`config.mk`:
```
export PLATFORM = sky130hd
export DESIGN_NAME = stack_arbiter
export DESIGN_NICKNAME = d
export VERILOG_FILES = /design/src/rtl/stack_arbiter.sv
export SDC_FILE = /design/constraint.sdc
export NUM_CORES = 1
export LEC_CHECK = 0
export CAP_MARGIN = 20
export CORE_MARGIN = 4
export CORE_UTILIZATION = 40
export CTS_CLUSTER_DIAMETER = 50
export DETAILED_ROUTE_END_ITERATION = 10
export PLACE_DENSITY = 0.75
export SYNTH_ARGS = -nofsm -noshare
export SYNTH_HDL_FRONTEND = slang
export SYNTH_SLANG_ARGS = --single-unit
```
`constraint.sdc`:
```
create_clock -name clk -period 1.9 [get_ports clk]
set_input_delay 0.38 -clock clk [delete_from_list [all_inputs] [get_ports clk]]
set_output_delay 0.38 -clock clk [all_outputs]
set_load 0.02 [all_outputs]
```
`src/rtl/stack_arbiter.sv`:
```
// stack_arbiter
//   Round-robin arbiter that lets two requesters share one external stack.
//   After reset the stack is cleared once (INIT). Then one request at a time
//   is accepted, checked for legality against the stack status, issued to
//   the stack for one cycle and answered with a done/err pulse.
//
// Ports
//   clk, rst                 clock, synchronous active-high reset
//   req*/cmd*/din*           requester 0/1 request, command, push data
//   gnt*                     one-cycle grant pulse on acceptance
//   done*/err*               one-cycle completion pulse, error valid with done
//   dout                     last successfully popped value
//   stk_cmd/stk_din          command and data driven to the stack
//   stk_dout                 stack read data
//   stk_full/empty/error     stack status
//
// state   | meaning
// --------+---------------------------------------------------------
// S_INIT  | issue one CLEAR to the stack, requests ignored
// S_IDLE  | wait for a request, arbitrate, latch and check legality
// S_ISSUE | drive latched command/data to the stack for one cycle
// S_RESP  | pulse done/err to the latched requester, capture pop data

module stack_arbiter #(
    parameter int         DATA_W    = 8,
    parameter logic [1:0] CMD_NOOP  = 2'b00,
    parameter logic [1:0] CMD_CLEAR = 2'b01,
    parameter logic [1:0] CMD_PUSH  = 2'b10,
    parameter logic [1:0] CMD_POP   = 2'b11
) (
    input  logic              clk,
    input  logic              rst,
    input  logic              req0,
    input  logic              req1,
    input  logic [1:0]        cmd0,
    input  logic [1:0]        cmd1,
    input  logic [DATA_W-1:0] din0,
    input  logic [DATA_W-1:0] din1,
    output logic              gnt0,
    output logic              gnt1,
    output logic              done0,
    output logic              done1,
    output logic              err0,
    output logic              err1,
    output logic [DATA_W-1:0] dout,
    output logic [1:0]        stk_cmd,
    output logic [DATA_W-1:0] stk_din,
    input  logic [DATA_W-1:0] stk_dout,
    input  logic              stk_full,
    input  logic              stk_empty,
    input  logic              stk_error
);

    typedef enum logic [1:0] {
        S_INIT  = 2'd0,
        S_IDLE  = 2'd1,
        S_ISSUE = 2'd2,
        S_RESP  = 2'd3
    } state_t;

    state_t            state;
    logic              last_served;
    logic              lat_id;
    logic              lat_rej;
    logic [1:0]        lat_cmd;
    logic [DATA_W-1:0] stk_din_q;

    logic              any_req;
    logic              win;
    logic [1:0]        win_cmd;
    logic [DATA_W-1:0] win_din;
    logic              win_rej;

    // On a tie the requester that was not served last wins.
    assign any_req = req0 | req1;
    assign win     = (req0 && req1) ? ~last_served : req1;
    assign win_cmd = win ? cmd1 : cmd0;
    assign win_din = win ? din1 : din0;
    assign win_rej = ((win_cmd == CMD_PUSH) && stk_full) ||
                     ((win_cmd == CMD_POP)  && stk_empty);

    always_ff @(posedge clk) begin
        if (rst) begin
            state       <= S_INIT;
            gnt0        <= 1'b0;
            gnt1        <= 1'b0;
            done0       <= 1'b0;
            done1       <= 1'b0;
            err0        <= 1'b0;
            err1        <= 1'b0;
            dout        <= '0;
            last_served <= 1'b1;
            lat_id      <= 1'b0;
            lat_rej     <= 1'b0;
            lat_cmd     <= CMD_NOOP;
            stk_din_q   <= '0;
        end else begin
            gnt0  <= 1'b0;
            gnt1  <= 1'b0;
            done0 <= 1'b0;
            done1 <= 1'b0;
            err0  <= 1'b0;
            err1  <= 1'b0;
            case (state)
                S_INIT: begin
                    state <= S_IDLE;
                end
                S_IDLE: begin
                    if (any_req) begin
                        lat_id      <= win;
                        lat_cmd     <= win_cmd;
                        lat_rej     <= win_rej;
                        last_served <= win;
                        gnt0        <= ~win;
                        gnt1        <= win;
                        if (win_rej) begin
                            state <= S_RESP;
                        end else begin
                            // Only loaded for legal ops so stk_din holds outside ISSUE.
                            stk_din_q <= win_din;
                            state     <= S_ISSUE;
                        end
                    end
                end
                S_ISSUE: begin
                    state <= S_RESP;
                end
                S_RESP: begin
                    if (lat_id) begin
                        done1 <= 1'b1;
                        err1  <= lat_rej | stk_error;
                    end else begin
                        done0 <= 1'b1;
                        err0  <= lat_rej | stk_error;
                    end
                    if (!lat_rej && (lat_cmd == CMD_POP)) begin
                        dout <= stk_dout;
                    end
                    state <= S_IDLE;
                end
                default: begin
                    state <= S_INIT;
                end
            endcase
        end
    end

    // Reset forces NOOP immediately, even mid-issue.
    always_comb begin
        stk_cmd = CMD_NOOP;
        if (!rst) begin
            if (state == S_INIT) begin
                stk_cmd = CMD_CLEAR;
            end else if (state == S_ISSUE) begin
                stk_cmd = lat_cmd;
            end
        end
    end

    assign stk_din = stk_din_q;

endmodule

```
== Word level (Yosys, flattened, before mapping) ==
Cells that the tools add are included.
Word-level totals
  register bits: 29
  input port bits: 35
  output and inout port bits: 24
  logic and storage cells: 55
Operators by class
  equal/unequal tests: 7
  mux-type cells: 11
  bitwise logic cells: 9
  reductions and logical operators: 15
Operator list (number)
  2-bit equality test, second input constant: 5
  2-bit two-way mux: 5
  3-bit OR reduction: 3
  8-bit two-way mux: 1
  1-bit NOT: 7
  2-bit case mux with 3 select lines: 1
  1-bit logical AND: 4
  1-bit two-way mux: 4
  2-bit AND reduction: 2
  2-bit OR reduction: 2
  3-bit AND reduction: 1
  2-bit by 1-bit equality test with 1-bit output, second input constant: 1
  2-bit zero test: 1
  2-bit inequality test, second input constant: 1
  1-bit OR: 2
  1-bit zero test: 1
  1-bit logical OR: 1

== Depth between registers and ports, before layout ==
Gate-level depths: netlist of the first run.
  word-level depth: 9
  depth in mapped cells: 7
  mapped depth without buffers: 6

== Least setup slack after synthesis of the first run ==
No wires, ideal clock.
  path type: register -> output
  start: reg state[0]
  end: out stk_cmd[1]
  arrival time: 1339 ps
  setup slack: 181 ps
  cell stages (with the launch flop): 4
  path buffers: 0
  cells stage by stage: dfxtp_1 inv_1 ha_1 nor4bb_1
On the way
  cells in the longest elaborated chain, start to end: 4
  elaborated cells on any way between the ends: 5
RTL lines
  start: declaration: line 61  | state_t state;
  start signal: assignment: line 84  | state <= S_INIT;
  start signal: assignment: line 106  | state <= S_IDLE;
  start signal: assignment: line 117  | state <= S_RESP;
  2-bit equality test: line 154  | end else if (state == S_ISSUE) begin
  2-bit two-way mux: line 154
  2-bit two-way mux (*): line 152  | if (state == S_INIT) begin
  2-bit two-way mux (*): line 151  | if (!rst) begin
  end: declaration: line 46  | output logic [1:0] stk_cmd,
Mark *: on every way between the ends. The rest lies on a longest branch, timed or not.

== Worst setup path in the final report of the first run ==
  start: reg state[1]
  end: out stk_cmd[1]
The elaborated chain is that of the path after synthesis.

==> flow_summary_export.csv, run 1 <==
group,metric,value,unit
logic_synthesis,synth.top_cell.area_share,47.7,%
drt,vias,1220,
cts,cts.sinks,29,
cts,cts.clk_slew.worst_paths,90,ps
worst_setup_path,required,1520,ps
drt,dr.pass1.iters,4,
logic_synthesis,postSynthAreaPerCell,9.02,um2
die,die_area,3990,um2
timing,hold_viol,0,
cells_and_area,finalInstanceArea,2040,um2
global_routing,top_usage_layer,"met2",
die,num_rows,19,
cells_and_area,final_cell_mix,"clkdlybuf4s50_1, dfxtp_1, nand2_1",
die,die_x,63.2,um
logic_synthesis,ys_types,28,
die,start_util,43.0,%
cells_and_area,areaGrowthSynthToFinish,67.8,%
timing,slew_headroom,78.5,%
global_routing,antenna_found_initial,0,
worst_setup_path,critPathBufInv,2,
cells_and_area,finish.net_count,247,
cells_and_area,layout_commonest_cell,"clkdlybuf4s50_1",
logic_synthesis,ys_seq_area_share,47.7,%
cells_and_area,multi_input_area,623,um2
power,p_leak,0.791,nW
worst_setup_path,critical-path-top-delay-family,"flip-flops",
worst_setup_path,cp_max_fo,4,
global_routing,grt_util_met2,28.5,%
cts,numCtsBuffers,5,
die,die_h,63.2,um
drt,avgViaCountPerCell,5.08,
die,ios,59,
cells_and_area,antenna_cells,0,
power,irDropWorstVdd,0.403,mV
cts,h-tree-depth,2,
cells_and_area,final_util,72.2,%
power,clkPwrFrac,29.5,%
global_routing,met3_usage,7.28,%
timing,post-route-min-period,1810,ps
placed_design,placed_area,1910,um2
cts,cts_tree,"yes",
timing,worst_pin_slew,321,ps
power,power.switching,387,uW
hold_path,hold_path_class,"flop to flop",
global_routing,grt_pass1_vias,1282,
logic_synthesis,syn_area,1220,um2
cts,postCtsHoldBufs,0,
global_routing,grt_use_total,17.6,%
drt,drcViolationCount,0,
worst_setup_path,cp_cell_sequence,"inv_1 -> ha_1 -> nor4bb_1 -> buf_2",
cts,cts.path.max_buffers,2,
placed_design,place_inst,231,
worst_setup_path,worstReg2RegEnd,"stk_din[6]",
global_routing,met1_usage,18.6,%
power,power_density,703,nW/um2
timing,setup_viol,0,
placed_design,hpwl,2520,um
drt,drtAntennaViolNets,0,
worst_setup_path,cpMaxStageDelayCell,"dfxtp_2",
logic_synthesis,yosysTopAreaCell,"dfxtp_1",
die,fp.coreArea,2830,um2
power,p_sw_share,27.0,%
worst_setup_path,end_kind,"output port",
cells_and_area,stdcell_count,240,
run,cap_violations,0,
power,combPwrFrac,24.3,%
logic_synthesis,synth_warnings,0,
cts,cts_root_buffer,"clkbuf_4",
power,seqPwrFrac,46.2,%
cells_and_area,register_area,582,um2
drt,wl_per_cell,13.9,um
cells_and_area,filler_cell_count,222,
placed_design,gp_congestion,0.825,
worst_setup_path,worstPathArrival,1430,ps
logic_synthesis,synthCells,135,
logic_synthesis,ys_top_cells_by_area,"dfxtp_1, mux2i_1, nand2_1, a21oi_1, o32ai_1",
global_routing,grt_pass1_wl,5570,um
drt,drt_iter0_markers,44,
logic_synthesis,synth_nets,174,
timing,skew,4.01,ps
hold_path,min_from,"dout[2]",
worst_setup_path,worstSetupPathType,"flop to output port",
placed_design,port_buffers,58,
worst_setup_path,max_stage_delay,370,ps
global_routing,grt_overflow_total,0,
worst_setup_path,rrSetupSlack,220,ps
worst_setup_path,rr_worst_depth,5,
worst_setup_path,start_kind,"flop",
power,p_int,1.05,mW
hold_path,min_to,"dout[2]",
outcome,outcome,"completed",
worst_setup_path,reg2reg_from,"last_served",
global_routing,grt_max_degree,28,
hold_path,min_path_cells,2,
timing,fmax,551,MHz
timing,drv_slew,0,
drt,routed_wirelength,3340,um
cells_and_area,drive_gt1_share,16.3,%
timing,period_share,95.5,%
cts,clkLatencyLatePin,320,ps
logic_synthesis,ys_seq_elements,29,
timing,rsz0062_at_grt,"no",
timing,hold_ws,461,ps
-- state kept, by name (all words and copies together), names as in the netlist --
name	count
err0	1
done1	1
stk_din	8
err1	1
lat_id	1
dout	8
gnt0	1
state	2
last_served	1
gnt1	1
lat_rej	1
lat_cmd	2
done0	1
-- worst max path at each step --
stage                     startpoint         end  cells after the start
after floorplan             state[0]  stk_cmd[1]                      3
final                       state[1]  stk_cmd[1]                      4
after CTS                       req1  stk_din[6]                      6
after global routing        state[1]  stk_cmd[1]                      4
after detailed placement        req1  stk_din[7]                      7
after global placement          req1  stk_din[7]                      7
-- worst min-delay path, cell delays in order (launching register included) --
cell     delay [ps]
dfxtp_1         320
nand2_1          50
a21oi_1          50
-- power groups by stage --
| stage | Sequential [mW] | Clock (mW) | Combinational, mW |
|---|---|---|---|
| floorplan | 0.693 | 0 | 0.126 |
| detailed placement | 0.675 | 0 | 0.326 |
| finish | 0.663 | 0.424 | 0.349 |
| global placement | 0.674 | 0 | 0.317 |
| global route | 0.667 | 0.461 | 0.379 |
| CTS | 0.662 | 0.431 | 0.340 |
-- metrics by stage --
step                      setup slack, ps  total power, mW  TNS [ps]
after floorplan                       181            0.819         0
after global placement               -364            0.990     -3580
after detailed placement             -467             1.00     -4590
after CTS                            10.7             1.43         0
after global routing                 7.11             1.51         0
final                                86.3             1.44         0
-- layout make-up --
cell class / instances / share of cell area [%]
Timing Repair Buffer: 72 / 33.5
Tap cell: 31 / 1.90
Inverter: 12 / 2.20
Clock buffer: 7 / 3.18
Sequential cell: 29 / 28.5
Clock inverter: 1 / 0.245
Multi-Input combinational cell: 88 / 30.5
-- logic make-up (layout without fill, tap and decap cells) --
| family | after synthesis | after routing | share of synthesized area, % |
|---|---|---|---|
| simple gates | 42 | 42 | 15.6 |
| fa+ha+maj | 4 | 4 | 4.11 |
| compound gates | 30 | 30 | 16.6 |
| buf+inv | 18 | 92 | 5.65 |
| flops | 29 | 29 | 47.7 |
| mux | 12 | 12 | 10.3 |
-- layer usage --
layer	wire length [um]	part of all wire, %
met5	0	0
met4	87	2.6
met3	337	10
met2	1540	46
met1	1380	41
-- Yosys cell counts --
library cell,count
o32ai_1,8
nor3_1,1
mux2_2,1
a21oi_1,14
nand2_1,21
buf_2,1
a21boi_2,1
o21ai_1,2
ha_1,4
mux2i_1,10
nor4bb_1,1
nand3_1,1
nor2_1,11
dfxtp_1,29
inv_1,12
or2_2,1
a31oi_1,2
buf_1,1
a22oi_1,1
nand4b_1,1
mux2i_2,1
or3_1,1
a21oi_4,1
and4b_1,1
nor2b_1,1
clkbuf_1,4
o21ai_0,1
and2_1,2
-- what timing repair did --
item                       4_1_cts  5_1_grt
pin swaps                        1        3
setup endpoints to repair       10       10
buffers inserted                 0        1
resized for setup               13        8
Power figures use the tool's default switching activity.
==> run 2: changes to the inputs <==
- RECOVER_POWER: not set -> 50
- SLEW_MARGIN: not set -> 20
==> flow_summary_export.csv, run 2 (synthesis gave the netlist of run 1 again) <==
group,metric,value,unit
outcome,outcome,"completed",
placed_design,place_inst,231,
cts,clkLatencyLatePin,320,ps
power,power,1.43,mW
worst_setup_path,reg2reg_from,"state[1]",
global_routing,grt_pass1_wl,5570,um
worst_setup_path,rrSetupSlack,190,ps
cells_and_area,finish.net_count,247,
timing,setup_viol,0,
cts,cts_root_buffer,"clkbuf_4",
power,power.switching,385,uW
timing,hold_ws,458,ps
timing,post-route-min-period,1800,ps
placed_design,placed_area,1910,um2
cts,h-tree-depth,2,
cells_and_area,stdcell_count,240,
worst_setup_path,cpMaxStageDelayCell,"dfxtp_2",
cts,cts.clk_slew.worst_paths,90,ps
global_routing,grt_overflow_total,0,
run,cap_violations,0,
cells_and_area,filler_cell_count,225,
power,power_density,702,nW/um2
worst_setup_path,cp_cell_sequence,"inv_1 -> ha_1 -> nor4bb_1 -> buf_2",
cts,cts.sinks,29,
cts,cts_tree,"yes",
worst_setup_path,start_kind,"flop",
die,die_h,63.2,um
worst_setup_path,cp_max_fo,4,
die,die_x,63.2,um
drt,vias,1233,
die,ios,59,
cells_and_area,layout_commonest_cell,"clkdlybuf4s50_1",
power,seqPwrFrac,46.4,%
placed_design,port_buffers,58,
global_routing,grt_max_degree,28,
drt,drtAntennaViolNets,0,
global_routing,grt_use_total,17.6,%
placed_design,hpwl,2520,um
cells_and_area,final_util,71.9,%
worst_setup_path,crit_path_start,"state[1]",
worst_setup_path,rr_worst_depth,7,
timing,worst_pin_slew,535,ps
worst_setup_path,worstReg2RegEnd,"stk_din[6]",
timing,slew_headroom,64.4,%
cts,numCtsBuffers,5,
placed_design,gp_congestion,0.825,
global_routing,grt_pass1_vias,1282,
hold_path,hold_path_class,"flop to flop",
cells_and_area,finalInstanceArea,2030,um2
timing,rsz0062_at_grt,"no",
global_routing,antenna_found_initial,0,
worst_setup_path,max_stage_delay,370,ps
power,irDropWorstVdd,0.403,mV
drt,drcViolationCount,0,
drt,drt_iter0_markers,47,
placed_design,pre_cts_ws,-467,ps
power,p_int,1.04,mW
power,clkPwrFrac,29.5,%
drt,dr.pass1.iters,4,
power,p_leak,0.803,nW
cells_and_area,final_cell_mix,"clkdlybuf4s50_1, dfxtp_1, nand2_1",
worst_setup_path,crit_end,"stk_cmd[1]",
timing,setup_slack,95.3,ps
worst_setup_path,worstPathArrival,1420,ps
power,combPwrFrac,24.0,%
drt,avgViaCountPerCell,5.14,
worst_setup_path,required,1520,ps
cells_and_area,areaGrowthSynthToFinish,67.0,%
worst_setup_path,worstSetupPathType,"flop to output port",
timing,skew,4.55,ps
timing,drv_slew,0,
power,p_sw_share,27.0,%
timing,hold_viol,0,
drt,wl_per_cell,13.9,um
timing,fmax,554,MHz
cells_and_area,antenna_cells,0,
cells_and_area,drive_gt1_share,15.3,%
die,num_rows,19,
timing,period_share,95.0,%
die,die_area,3990,um2
cts,cts.path.max_buffers,2,
drt,routed_wirelength,3350,um
die,fp.coreArea,2830,um2
timing,finalSetupTns,0,ps
worst_setup_path,end_kind,"output port",
die,start_util,43.0,%
cts,postCtsHoldBufs,0,
==> run 2: cell types whose count changed in the layout (fill, tap and decap cells not counted), sizes merged <==
cell | previous run | this run
buf | 15 | 10
clkdlybuf4s50 | 54 | 48
dlygate4sd3 | 0 | 6
clkbuf | 8 | 13
==> run 2: per-layer routing <==
layer  share of wire [%]  up-vias  GRT usage [%]
met3                 9.9       11           7.28
li1                    -      606              -
met5                   0        -              0
met4                 2.6        0           11.9
met1                  41      558           18.6
met2                  46       58           28.5
==> run 2: timing repair <==
action	in CTS	in global routing
gates resized for setup	13	8
endpoints found under the setup margin	10	10
buffers inserted	0	1
pin swaps	1	3
==> run 2: how the worst min path moves through the flow <==
stage               cells past startpoint  slack (ps)    start  endpoint
detailed placement                      1         450   lat_id      err0
global route                            2         490  dout[2]   dout[2]
floorplan                               1         420   lat_id      err0
global placement                        1         440   lat_id      err0
CTS                                     2         470  dout[2]   dout[2]
finish                                  2         460  dout[2]   dout[2]
==> run 2: critical path, delay by kind of cell (launching register included) <==
kind | cells | cell delay (ps)
fa+ha+maj | 1 | 200
buf+inv | 2 | 270
flops | 1 | 370
simple gates | 1 | 260
==> run 2: area by class of cell <==
| type | count | area [um2] | share of cell area [%] |
|---|---|---|---|
| repair buffers | 72 | 674 | 33.2 |
| inverters | 12 | 45.0 | 2.22 |
| clock inverters | 1 | 5.00 | 0.246 |
| multi-input cells | 88 | 623 | 30.6 |
| clock buffers | 7 | 65.1 | 3.20 |
| well taps | 31 | 38.8 | 1.91 |
| flip-flops and latches | 29 | 582 | 28.6 |
==> run 2: power by group through the flow <==
stage | Combinational (mW) | Sequential [mW] | Clock, mW
final | 0.343 | 0.663 | 0.421
after CTS | 0.340 | 0.662 | 0.431
after detailed placement | 0.326 | 0.675 | 0
after global placement | 0.317 | 0.674 | 0
after global routing | 0.372 | 0.667 | 0.461
after floorplan | 0.126 | 0.693 | 0
==> run 3: changes to the inputs <==
- CORE_ASPECT_RATIO: not set -> 1.75
- clock period: 1.9 -> 1.67 ns (I/O delays scaled with it)
==> flow_summary_export.csv, run 3 (synthesis gave the netlist of run 1 again) <==
group,metric,value,unit
global_routing,grt_max_degree,28,
placed_design,placed_area,1910,um2
die,die_x,49.7,um
hold_path,min_to,"dout[1]",
timing,skew,4.58,ps
cells_and_area,finalInstanceArea,2110,um2
drt,drtAntennaViolNets,0,
power,combPwrFrac,21.5,%
drt,drcViolationCount,0,
power,p_int,1.44,mW
cells_and_area,finish.net_count,247,
cells_and_area,multi_input_area,651,um2
drt,vias,1220,
worst_setup_path,worstSetupPathType,"input port to output port",
die,die_h,81.0,um
die,num_rows,26,
outcome,outcome,"completed",
timing,setup_slack,44.5,ps
die,ios,59,
power,irDropWorstVdd,0.645,mV
cts,numCtsBuffers,5,
cells_and_area,areaGrowthSynthToFinish,73.3,%
power,p_leak,0.815,nW
drt,routed_wirelength,3370,um
cells_and_area,layout_commonest_cell,"clkdlybuf4s50_1",
power,p_sw_share,24.3,%
cts,cts.sinks,29,
placed_design,place_inst,227,
timing,post-route-min-period,1630,ps
power,seqPwrFrac,39.7,%
timing,rsz0062_at_grt,"yes",
timing,slew_headroom,77.9,%
placed_design,gp_congestion,0.760,
global_routing,grt_overflow_total,0,
die,start_util,41.6,%
cells_and_area,register_area,584,um2
run,cap_violations,0,
timing,period_share,97.3,%
hold_path,min_from,"dout[1]",
cells_and_area,antenna_cells,0,
hold_path,min_path_cells,2,
drt,drt_iter0_markers,38,
die,die_area,4030,um2
worst_setup_path,rr_worst_depth,5,
cells_and_area,stdcell_count,237,
timing,worst_pin_slew,330,ps
worst_setup_path,required,1340,ps
placed_design,port_buffers,58,
cts,cts.path.max_buffers,2,
drt,dr.pass1.iters,4,
power,power,1.90,mW
timing,fmax,615,MHz
global_routing,grt_use_total,16.5,%
power,power_density,903,nW/um2
worst_setup_path,end_kind,"output port",
worst_setup_path,rrSetupSlack,50,ps
die,fp.coreArea,2930,um2
cts,cts_root_buffer,"clkbuf_8",
cells_and_area,final_util,72.1,%
drt,wl_per_cell,14.2,um
timing,drv_slew,0,
timing,finalSetupTns,0,ps
worst_setup_path,reg2reg_from,"last_served",
drt,avgViaCountPerCell,5.15,
cts,cts.clk_slew.worst_paths,60,ps
cts,h-tree-depth,2,
cts,cts_tree,"yes",
global_routing,grt_pass1_vias,1243,
global_routing,antenna_found_initial,0,
cells_and_area,drive_gt1_share,18.7,%
timing,hold_viol,0,
cells_and_area,filler_cell_count,227,
worst_setup_path,worstPathArrival,1290,ps
timing,setup_viol,0,
timing,hold_ws,451,ps
cts,clkLatencyLatePin,270,ps
placed_design,hpwl,2480,um
worst_setup_path,cp_max_fo,2,
worst_setup_path,start_kind,"input port",
hold_path,hold_path_class,"flop to flop",
power,clkPwrFrac,38.8,%
global_routing,grt_pass1_wl,5140,um
cells_and_area,final_cell_mix,"clkdlybuf4s50_1, dfxtp_1, nand2_1",
placed_design,pre_cts_ws,-712,ps
power,power.switching,462,uW
worst_setup_path,worstReg2RegEnd,"stk_din[7]",
[run 3: changes by cell type in the layout (fill, tap and decap cells not counted), sizes merged]
| cell | previous run | this run |
|---|---|---|
| buf | 10 | 14 |
| dlymetal6s2s | 2 | 0 |
| bufinv | 0 | 1 |
| clkinv | 1 | 0 |
| clkbuf | 13 | 9 |
| clkdlybuf4s15 | 0 | 2 |
[run 3: power by group through the flow]
stage          registers [mW]  logic [mW]  clock network [mW]
4_1_cts                 0.754       0.387               0.753
2_1_floorplan           0.788       0.145                   0
3_5_place_dp            0.767       0.370                   0
6_report                0.756       0.410               0.738
3_3_place_gp            0.764       0.361                   0
5_1_grt                 0.761       0.442               0.786
[run 3: worst max path at each step]
| stage | startpoint | end |
|---|---|---|
| after floorplan | req1 | stk_din[7] |
| after global placement | req1 | stk_din[7] |
| after detailed placement | req1 | stk_din[2] |
| after CTS | state[0] | stk_cmd[1] |
| after global routing | req1 | stk_din[7] |
| final | rst | stk_cmd[1] |
[run 3: final cells by class]
type	count	share of cell area, %
clock buffer	7	4.09
clock inverter	1	1.42
inverter	12	2.14
multi-input combinational	88	30.8
sequential	29	27.7
tap	28	1.66
timing repair buffer	72	32.1
[run 3: worst max-delay path, stage by stage]
cell and delay (ps):
clkdlybuf4s50_1 460, nor4bb_4 310, buf_4 180
[run 3: layer usage]
metal | global-route usage, % | share of wire, % | vias up
li1 | - | - | 606
met1 | 13.5 | 34 | 557
met2 | 34.6 | 57 | 51
met3 | 5.50 | 7.2 | 6
met4 | 5.82 | 1.3 | 0
met5 | 0 | 0 | -
[run 3: what timing repair did]
action / in CTS / in global routing
endpoints found under the setup margin: 12 / 10
gates cloned: 0 / 0
hold buffers: 0 / 0
buffers inserted: 1 / 1
pin swaps: 4 / 6
resized for setup: 21 / 11
hold endpoints to repair: 0 / 0
